--- src/rtl/sync_pulse_pkg.sv ---
// Timing constants and helpers shared by the VGA sync generator.
// Default timing is 640x480 @ 60 Hz with a 25 MHz pixel clock.
package sync_pulse_pkg;

  localparam int VGA_H_VISIBLE = 640;
  localparam int VGA_H_FRONT   = 16;
  localparam int VGA_H_SYNC    = 96;
  localparam int VGA_H_BACK    = 48;
  localparam int VGA_V_VISIBLE = 480;
  localparam int VGA_V_FRONT   = 10;
  localparam int VGA_V_SYNC    = 2;
  localparam int VGA_V_BACK    = 33;
  localparam int VGA_CNT_W     = 10;

  localparam int VGA_H_TOTAL = VGA_H_VISIBLE + VGA_H_FRONT + VGA_H_SYNC + VGA_H_BACK;
  localparam int VGA_V_TOTAL = VGA_V_VISIBLE + VGA_V_FRONT + VGA_V_SYNC + VGA_V_BACK;

  // First count of the sync window (sync starts right after the front porch).
  function automatic int sync_lo_start(input int visible, input int front);
    return visible + front;
  endfunction

  // Last count of the sync window (inclusive).
  function automatic int sync_lo_end(input int visible, input int front, input int sync);
    return visible + front + sync - 1;
  endfunction

endpackage

--- src/rtl/sync_axis_counter.sv ---
// One timing axis: a wrap counter advancing on i_inc, plus a registered
// active-low pulse that is low while the count lies in [LOW_START, LOW_END].
// The pulse is decoded from the next count so it lines up with o_cnt.
module sync_axis_counter
  import sync_pulse_pkg::*;
#(
  parameter int CNT_W     = VGA_CNT_W,
  parameter int TOTAL     = VGA_H_TOTAL,
  parameter int LOW_START = 656,
  parameter int LOW_END   = 751
) (
  input  logic             i_clk,
  input  logic             i_rst_n,
  input  logic             i_inc,
  output logic [CNT_W-1:0] o_cnt,
  output logic [CNT_W-1:0] o_cnt_nxt,
  output logic             o_wrap,
  output logic             o_pulse_n
);

  localparam logic [CNT_W-1:0] LAST  = CNT_W'(TOTAL - 1);
  localparam logic [CNT_W-1:0] LO_S  = CNT_W'(LOW_START);
  localparam logic [CNT_W-1:0] LO_E  = CNT_W'(LOW_END);

  logic [CNT_W-1:0] r_cnt;
  logic [CNT_W-1:0] w_cnt_nxt;
  logic             r_pulse_n;
  logic             w_wrap;

  // Next count: hold unless incremented, wrap to zero after the last count.
  always_comb begin
    w_wrap    = i_inc && (r_cnt == LAST);
    w_cnt_nxt = r_cnt;
    if (i_inc) begin
      w_cnt_nxt = w_wrap ? '0 : r_cnt + 1'b1;
    end
  end

  // Count register and pulse decoded from the count it is about to hold.
  always_ff @(posedge i_clk or negedge i_rst_n) begin
    if (!i_rst_n) begin
      r_cnt     <= '0;
      r_pulse_n <= 1'b1;
    end else begin
      r_cnt     <= w_cnt_nxt;
      r_pulse_n <= !((w_cnt_nxt >= LO_S) && (w_cnt_nxt <= LO_E));
    end
  end

  assign o_cnt     = r_cnt;
  assign o_cnt_nxt = w_cnt_nxt;
  assign o_wrap    = w_wrap;
  assign o_pulse_n = r_pulse_n;

endmodule

--- src/rtl/sync_pulse_gen.sv ---
// VGA timing generator: free-running horizontal/vertical counters driving
// active-low H/V sync pulses. The vertical axis advances once per line.
// Optional macro SYNC_PULSE_DE_EN adds o_col/o_row/o_active outputs that are
// registered and aligned with H_pulse/V_pulse.
module sync_pulse_gen
  import sync_pulse_pkg::*;
#(
  parameter int H_VISIBLE = VGA_H_VISIBLE,
  parameter int H_FRONT   = VGA_H_FRONT,
  parameter int H_SYNC    = VGA_H_SYNC,
  parameter int H_BACK    = VGA_H_BACK,
  parameter int V_VISIBLE = VGA_V_VISIBLE,
  parameter int V_FRONT   = VGA_V_FRONT,
  parameter int V_SYNC    = VGA_V_SYNC,
  parameter int V_BACK    = VGA_V_BACK,
  parameter int CNT_W     = VGA_CNT_W
) (
  input  logic             CLK,
  input  logic             RST_N,
  output logic             H_pulse,
  output logic             V_pulse
`ifdef SYNC_PULSE_DE_EN
  ,
  output logic [CNT_W-1:0] o_col,
  output logic [CNT_W-1:0] o_row,
  output logic             o_active
`endif
);

  localparam int H_TOTAL = H_VISIBLE + H_FRONT + H_SYNC + H_BACK;
  localparam int V_TOTAL = V_VISIBLE + V_FRONT + V_SYNC + V_BACK;

  logic [CNT_W-1:0] w_h_cnt;
  logic [CNT_W-1:0] w_h_nxt;
  logic [CNT_W-1:0] w_v_cnt;
  logic [CNT_W-1:0] w_v_nxt;
  logic             w_h_wrap;
  logic             w_v_wrap;
  logic             w_unused;

  sync_axis_counter #(
    .CNT_W     (CNT_W),
    .TOTAL     (H_TOTAL),
    .LOW_START (sync_lo_start(H_VISIBLE, H_FRONT)),
    .LOW_END   (sync_lo_end(H_VISIBLE, H_FRONT, H_SYNC))
  ) u_h_axis (
    .i_clk     (CLK),
    .i_rst_n   (RST_N),
    .i_inc     (1'b1),
    .o_cnt     (w_h_cnt),
    .o_cnt_nxt (w_h_nxt),
    .o_wrap    (w_h_wrap),
    .o_pulse_n (H_pulse)
  );

  sync_axis_counter #(
    .CNT_W     (CNT_W),
    .TOTAL     (V_TOTAL),
    .LOW_START (sync_lo_start(V_VISIBLE, V_FRONT)),
    .LOW_END   (sync_lo_end(V_VISIBLE, V_FRONT, V_SYNC))
  ) u_v_axis (
    .i_clk     (CLK),
    .i_rst_n   (RST_N),
    .i_inc     (w_h_wrap),
    .o_cnt     (w_v_cnt),
    .o_cnt_nxt (w_v_nxt),
    .o_wrap    (w_v_wrap),
    .o_pulse_n (V_pulse)
  );

`ifdef SYNC_PULSE_DE_EN
  localparam logic [CNT_W-1:0] H_VIS_C = CNT_W'(H_VISIBLE);
  localparam logic [CNT_W-1:0] V_VIS_C = CNT_W'(V_VISIBLE);

  logic r_active;

  // Display-enable decoded from the next counts so it aligns with o_col/o_row.
  always_ff @(posedge CLK or negedge RST_N) begin
    if (!RST_N) begin
      r_active <= 1'b0;
    end else begin
      r_active <= (w_h_nxt < H_VIS_C) && (w_v_nxt < V_VIS_C);
    end
  end

  assign o_col    = w_h_cnt;
  assign o_row    = w_v_cnt;
  assign o_active = r_active;
  assign w_unused = &{1'b0, w_v_wrap};
`else
  assign w_unused = &{1'b0, w_v_wrap, w_h_cnt, w_v_cnt, w_h_nxt, w_v_nxt};
`endif

endmodule

--- config.mk ---
export PLATFORM = sky130hd
export DESIGN_NAME = sync_pulse_gen
export DESIGN_NICKNAME = d
export VERILOG_FILES = /design/src/rtl/sync_pulse_pkg.sv /design/src/rtl/sync_axis_counter.sv /design/src/rtl/sync_pulse_gen.sv
export SDC_FILE = /design/constraint.sdc
export NUM_CORES = 1
export LEC_CHECK = 0
export BUFFER_PORTS_ARGS = -buffer_cell sky130_fd_sc_hd__buf_2
export CAP_MARGIN = 20
export CORE_UTILIZATION = 55
export DETAILED_ROUTE_END_ITERATION = 8
export PLACE_DENSITY = 0.72
export RECOVER_POWER = 100
export SKIP_LAST_GASP = 1
export SYNTH_ARGS = -nofsm -noshare
export SYNTH_HDL_FRONTEND = slang
export SYNTH_SLANG_ARGS = --single-unit
--- constraint.sdc ---
create_clock -name CLK -period 4.6 [get_ports CLK]
set_input_delay 1.15 -clock CLK [delete_from_list [all_inputs] [get_ports CLK]]
set_output_delay 1.15 -clock CLK [all_outputs]
set_load 0.02 [all_outputs]
# Yosys cells after proc, flatten, opt, wreduce, memory -nomap -nowiden
# Cells that the tools add are included.
dict set report op_classes {
  eq_ne 2
  n_reduce_logical 5
  add_sub_neg 2
  muxes 3
  magnitude_cmp 4
}
# operator n
set op_table {}
lappend op_table {{$mux W10} 3}
lappend op_table {{$add A10 B1 Y10 const B} 2}
lappend op_table {{$eq A10 B10 Y1 const B} 2}
lappend op_table {{$ge A10 B10 Y1 const B} 1}
lappend op_table {{$ge A10 B9 Y1 const B} 1}
lappend op_table {{$le A10 B10 Y1 const B} 1}
lappend op_table {{$le A10 B9 Y1 const B} 1}
lappend op_table {{$logic_and A1 B1 Y1} 3}
lappend op_table {{$logic_not A1 Y1} 2}
dict set report totals {
  out_inout_bits 2
  input_bits 2
  register_bits 22
  elab_cells 20
}

# Longest topological paths before layout
dict set report logic_depth {
  word_depth 7
  mapped_depth 9
  mapped_depth_nobuf 7
}

# Hierarchy
# From an unflattened synthesis, not the netlist that was laid out.
dict set report unflattened {
  cells_unflattened 124
  hier_area_um2 1217.4
}
# mod seq_area_each_um2 n_inst area_each_um2 cells_each
set by_module_without_submodules {}
lappend by_module_without_submodules {{sync_axis_counter (u_v_axis)} 276.5 1 620.6 62}
lappend by_module_without_submodules {{sync_axis_counter (u_h_axis)} 276.5 1 593.1 61}
lappend by_module_without_submodules {sync_pulse_gen 0.0 1 3.8 1}

# Least setup slack after synthesis
# Ideal clock, no wire load.
dict set report synth_path {
  path_kind {register to register}
  startpoint {reg u_h_axis.r_cnt[0], in the netlist u_h_axis.o_cnt[0]}
  endpoint {reg u_v_axis.r_pulse_n, in the netlist u_v_axis.o_pulse_n}
  required_time_ns 4.510
  setup_time_ns 0.090
  n_path_buf 2
  path_stages_with_launch 9
  t_arrival_ns 1.754
  slack_ns 2.755
  period_less_slack_ns 1.845
  path_cell_list {dfrtp_1 > ha_1 > and3_4 > buf_6 > and4_4 > buf_6 > a211o_1 > a22oi_1 > nand4b_1}
}
dict set report synth_via {
  elab_chain_cells 7
  elab_cells_between_ends 8
  classes_between {order compare (2); eq/ne (1); mux (2); reduce/logical (3)}
}
# element line
set synth_rtl {}
lappend synth_rtl {{start, declared} sync_axis_counter.sv:25} ;# logic [CNT_W-1:0] r_cnt;
lappend synth_rtl {{start signal, assigned} sync_axis_counter.sv:45} ;# r_cnt <= w_cnt_nxt;
lappend synth_rtl {{$eq A10 B10 Y1 *} sync_axis_counter.sv:32} ;# w_wrap = i_inc && (r_cnt == LAST);
lappend synth_rtl {{$logic_and A1 B1 Y1} sync_axis_counter.sv:32}
lappend synth_rtl {{$mux W10} sync_axis_counter.sv:35} ;# w_cnt_nxt = w_wrap ? '0 : r_cnt + 1'b1;
lappend synth_rtl {{$mux W10 *} sync_axis_counter.sv:34} ;# if (i_inc) begin
lappend synth_rtl {{$ge A10 B9 Y1 / $le A10 B9 Y1 (equally long branches)} sync_axis_counter.sv:46} ;# r_pulse_n <= !((w_cnt_nxt >= LO_S) && (w_cnt_nxt <= LO_E));
lappend synth_rtl {{$logic_and A1 B1 Y1 *} sync_axis_counter.sv:46}
lappend synth_rtl {{$logic_not A1 Y1 *} sync_axis_counter.sv:46}
lappend synth_rtl {{end signal, assigned} sync_axis_counter.sv:46}
lappend synth_rtl {{end, declared} sync_axis_counter.sv:27} ;# logic r_pulse_n;
# Every way passes the cells marked *; elsewhere a longest branch is shown, timed or not.

# Worst setup path in the final report
dict set report layout_path {
  startpoint {reg u_h_axis.r_cnt[0], in the netlist u_h_axis.o_cnt[0]}
  endpoint {reg u_v_axis.r_pulse_n, in the netlist u_v_axis.o_pulse_n}
}
dict set report layout_via {
  elab_chain_cells 7
  elab_cells_between_ends 8
  classes_between {order compare (2); eq/ne (1); mux (2); reduce/logical (3)}
}
# element line
set layout_rtl {}
lappend layout_rtl {{$eq A10 B10 Y1 *} sync_axis_counter.sv:32}
lappend layout_rtl {{$logic_and A1 B1 Y1} sync_axis_counter.sv:32}
lappend layout_rtl {{$mux W10} sync_axis_counter.sv:35}
lappend layout_rtl {{$mux W10 *} sync_axis_counter.sv:34}
lappend layout_rtl {{named net u_v_axis.o_cnt_nxt[9]} sync_axis_counter.sv:16} ;# output logic [CNT_W-1:0] o_cnt_nxt,
lappend layout_rtl {{$ge A10 B9 Y1 / $le A10 B9 Y1 (equally long branches)} sync_axis_counter.sv:46}
lappend layout_rtl {{$logic_and A1 B1 Y1 *} sync_axis_counter.sv:46}
lappend layout_rtl {{$logic_not A1 Y1 *} sync_axis_counter.sv:46}
# Mark *: on every way through the listed nets, which the timed path passes. The rest lies on a longest branch.

==> results.py <==
metrics = {
    "run_status": {
        "status": "complete, no violations",
    },
    "route": {
        "wl_per_cell_um": 15.2,
        "wl_met3_um": 103,
        "vias_per_cell": 6.15,
        "remaining_drc_errors": 0,
        "wl_met2_um": 1190,
        "wl_met1_um": 1290,
        "vias": 1058,
        "highest_layer": "met4",
        "drt_iter0_markers": 27,
        "ant_nets": 0,
        "totalWireLength_um": 2610,
        "drt_pass1_iterations": 4,
    },
    "pwr": {
        "p_int_mw": 0.242,
        "p_per_area_nw_per_um2": 222,
        "pwr-share-clk": 0.359,
        "switchingPower_mw": 0.0654,
        "p_seq_frac": 0.629,
        "power.static_leakage_nw": 0.549,
        "fin_total_pwr_mw": 0.307,
        "combPwrFrac": 0.012,
        "switching_share": 0.213,
        "ir_drop_uv": 138,
    },
    "clock_network": {
        "cts_tree": "built",
        "htreeDepth": 1,
        "cts_root_buffer": "clkbuf_4",
        "cts.sinks": 22,
        "post_cts_buffers": 0,
        "numCtsBuffers": 3,
        "clk_latency_ns": 0.32,
        "clockBufferDepth": 2,
        "post_cts_resized": 0,
        "cts_hold_buf": 0,
        "path_clk_slew_ns": 0.13,
    },
    "logic_synthesis": {
        "syn_nets": 155,
        "netlist.area_leader.share": 0.357,
        "synth_area_um2": 1400,
        "synthDistinctLibCells": 47,
        "ys_top_cells_by_area": "dfrtp_1 (36%), xnor2_1 (5.0%), dfstp_2 (3.8%)",
        "synthCells": 149,
        "seq_area_frac_synth": 0.395,
        "ys_warn_count": 0,
        "ys_seq_elements": 22,
        "synth_largest_area_cell": "dfrtp_1",
        "syn_area_per_cell_um2": 9.40,
    },
    "grt": {
        "grt_pass1_wl_um": 4410,
        "overflow": 0,
        "grt_max_degree": 23,
        "antenna_found_initial": 0,
        "grt_pass1_vias": 964,
        "grt_usage": 0.220,
    },
    "critical_path": {
        "crit_arrival_ns": 2.48,
        "crit_end": "u_v_axis.o_pulse_n",
        "slowest_delay_ns": 0.61,
        "worstReg2RegStart": "u_h_axis.o_cnt[0]",
        "startpoint": "u_h_axis.o_cnt[0]",
        "endpoint_kind": "flip-flop",
        "worstReg2RegEnd": "u_v_axis.o_pulse_n",
        "r2r_setup_slack_ns": 2.36,
        "cp_slowest_cell": "and4_1",
        "startpoint_type": "flip-flop",
        "critical_path_required_ns": 4.85,
        "path_class": "flip-flop to flip-flop",
        "cp_max_fo": 18,
        "r2r_cells": 6,
        "crit_chain": "ha_1 > and3_1 > and4_1 > o21ai_0 > a21o_1 > nand4b_1",
    },
    "die": {
        "initial_core_util": 0.610,
        "die_h_um": 52.5,
        "ioPinCount": 4,
        "coreArea_um2": 2300,
        "die_w_um": 52.5,
        "num_rows": 17,
        "die_area_um2": 2750,
    },
    "sta": {
        "clock_skew_ns": 0.00908,
        "hold_viol_final": 0,
        "rsz0062_at_grt": "no",
        "fmax_ghz": 0.447,
        "relSlewSlack": 0.240,
        "drv_slew": 0,
        "period_minus_slack_ns": 2.24,
        "setup-violations-final": 0,
        "fin_setup_tns_ns": 0,
        "worstMarginPinSlew_ns": 1.14,
        "period_share": 0.486,
    },
    "finish": {
        "antenna_cells": 0,
        "drive_above_1_share": 0.0625,
        "finalNetCount": 151,
        "syn_to_final_growth_pct": -1.07,
        "fill_cells": 191,
        "fin_util": 0.603,
    },
    "flow_run": {
        "cap_violations": 0,
    },
    "place": {
        "dp_hpwl_um": 1830,
        "portBuffers": 3,
        "gp_congestion": 0.921,
    },
    "worst_hold_path": {
        "hp-class": "flip-flop to flip-flop",
    },
}
placed cells by master, fill, tap and decap left out, types with 2 or more instances in the layout:
cell type / count
nand2_1: 10
xnor2_1: 8
ha_1: 4
clkbuf_1: 3
dfstp_2: 2
inv_1: 11
nor2_1: 7
o22ai_1: 4
and4_1: 4
xor2_1: 5
dfrtp_1: 20
clkbuf_4: 3
a21oi_1: 2
a211oi_1: 2
nand4_1: 6
and3_1: 3
a22oi_1: 2
o31ai_1: 2
o211ai_1: 3
nor3_1: 8
nand3_1: 8
o21ai_0: 7
stage by stage:
step | instance area, µm² | setup slack (ns) | hold WS (ns) | std cells
6_report | 1390 | 2.36 | 0.519 | 172
5_1_grt | 1390 | 2.20 | 0.562 | 172
4_1_cts | 1410 | 2.44 | 0.521 | 172
3_5_place_dp | 1370 | 2.77 | 0.503 | 168
3_3_place_gp | 1370 | 2.80 | 0.492 | 168
2_1_floorplan | 1400 | 2.76 | 0.469 | 149
synthesized netlist by cell type, drive strengths merged:
cell	n
a2111oi	1
a211o	1
a211oi	2
a21o	1
a21oi	2
a22oi	2
a2bb2oi	1
a31oi	1
a41oi	1
and3	3
and3b	1
and4	4
buf	9
clkbuf	3
dfrtp	20
dfstp	2
ha	4
inv	11
nand2	10
nand2b	1
nand3	8
nand4	6
nand4b	1
nor2	7
nor3	8
nor4	1
nor4b	2
nor4bb	1
o211ai	3
o21ai	7
o21ba	1
o22ai	4
o2bb2ai	1
o311ai	1
o31a	1
o31ai	2
o41ai	1
or2	1
xnor2	8
xor2	5
kinds of logic after synthesis:
family	synth area share
compound gates	0.168
xor+xnor	0.0813
fa+ha+maj	0.0357
buf+inv	0.0866
flops	0.395
simple gates	0.234
power by group through the flow:
stage | logic, mW | clock network, mW | registers (mW)
2_1_floorplan | 0.000000309 | 0 | 0.197
3_3_place_gp | 0.00414 | 0 | 0.197
3_5_place_dp | 0.00425 | 0 | 0.197
4_1_cts | 0.00421 | 0.114 | 0.193
5_1_grt | 0.00475 | 0.123 | 0.194
6_report | 0.00366 | 0.110 | 0.193
final cells by class:
type,count,area (µm²),area share
well taps,28,35.0,0.0253
inverters,11,41.3,0.0298
multi-input cells,104,709,0.512
repair buffers,3,11.3,0.00812
clock buffers,4,36.3,0.0262
flip-flops and latches,22,553,0.399
state kept, by name (all words and copies together) (netlist names):
name / cells
u_h_axis.o_cnt: 10
u_h_axis.o_pulse_n: 1
u_v_axis.o_pulse_n: 1
u_v_axis.o_cnt: 10
critical path: cells and delay by family, from the launching register on:
| family | cells | cell delay, ns |
|---|---|---|
| AO/OA/AOI/OAI | 2 | 0.40 |
| AND/OR/NAND/NOR | 3 | 1.12 |
| adder cells (fa/ha/maj) | 1 | 0.21 |
| flip-flops | 1 | 0.42 |
worst min path at each step:
stage | slack, ns | depth (start not counted) | end | from
floorplan | 0.47 | 1 | u_h_axis.o_cnt[0] | u_h_axis.o_cnt[0]
global placement | 0.49 | 1 | u_h_axis.o_cnt[0] | u_h_axis.o_cnt[0]
detailed placement | 0.50 | 1 | u_h_axis.o_cnt[0] | u_h_axis.o_cnt[0]
finish | 0.52 | 1 | u_h_axis.o_cnt[0] | u_h_axis.o_cnt[0]
global route | 0.56 | 1 | u_h_axis.o_cnt[0] | u_h_axis.o_cnt[0]
CTS | 0.52 | 1 | u_h_axis.o_cnt[0] | u_h_axis.o_cnt[0]
routing by layer:
metal	GRT usage	up-vias
li1	-	530
met1	0.317	496
met2	0.314	30
met3	0.0377	2
met4	0.110	0
met5	0	-
No activity file was read; power rests on OpenSTA's default activity.
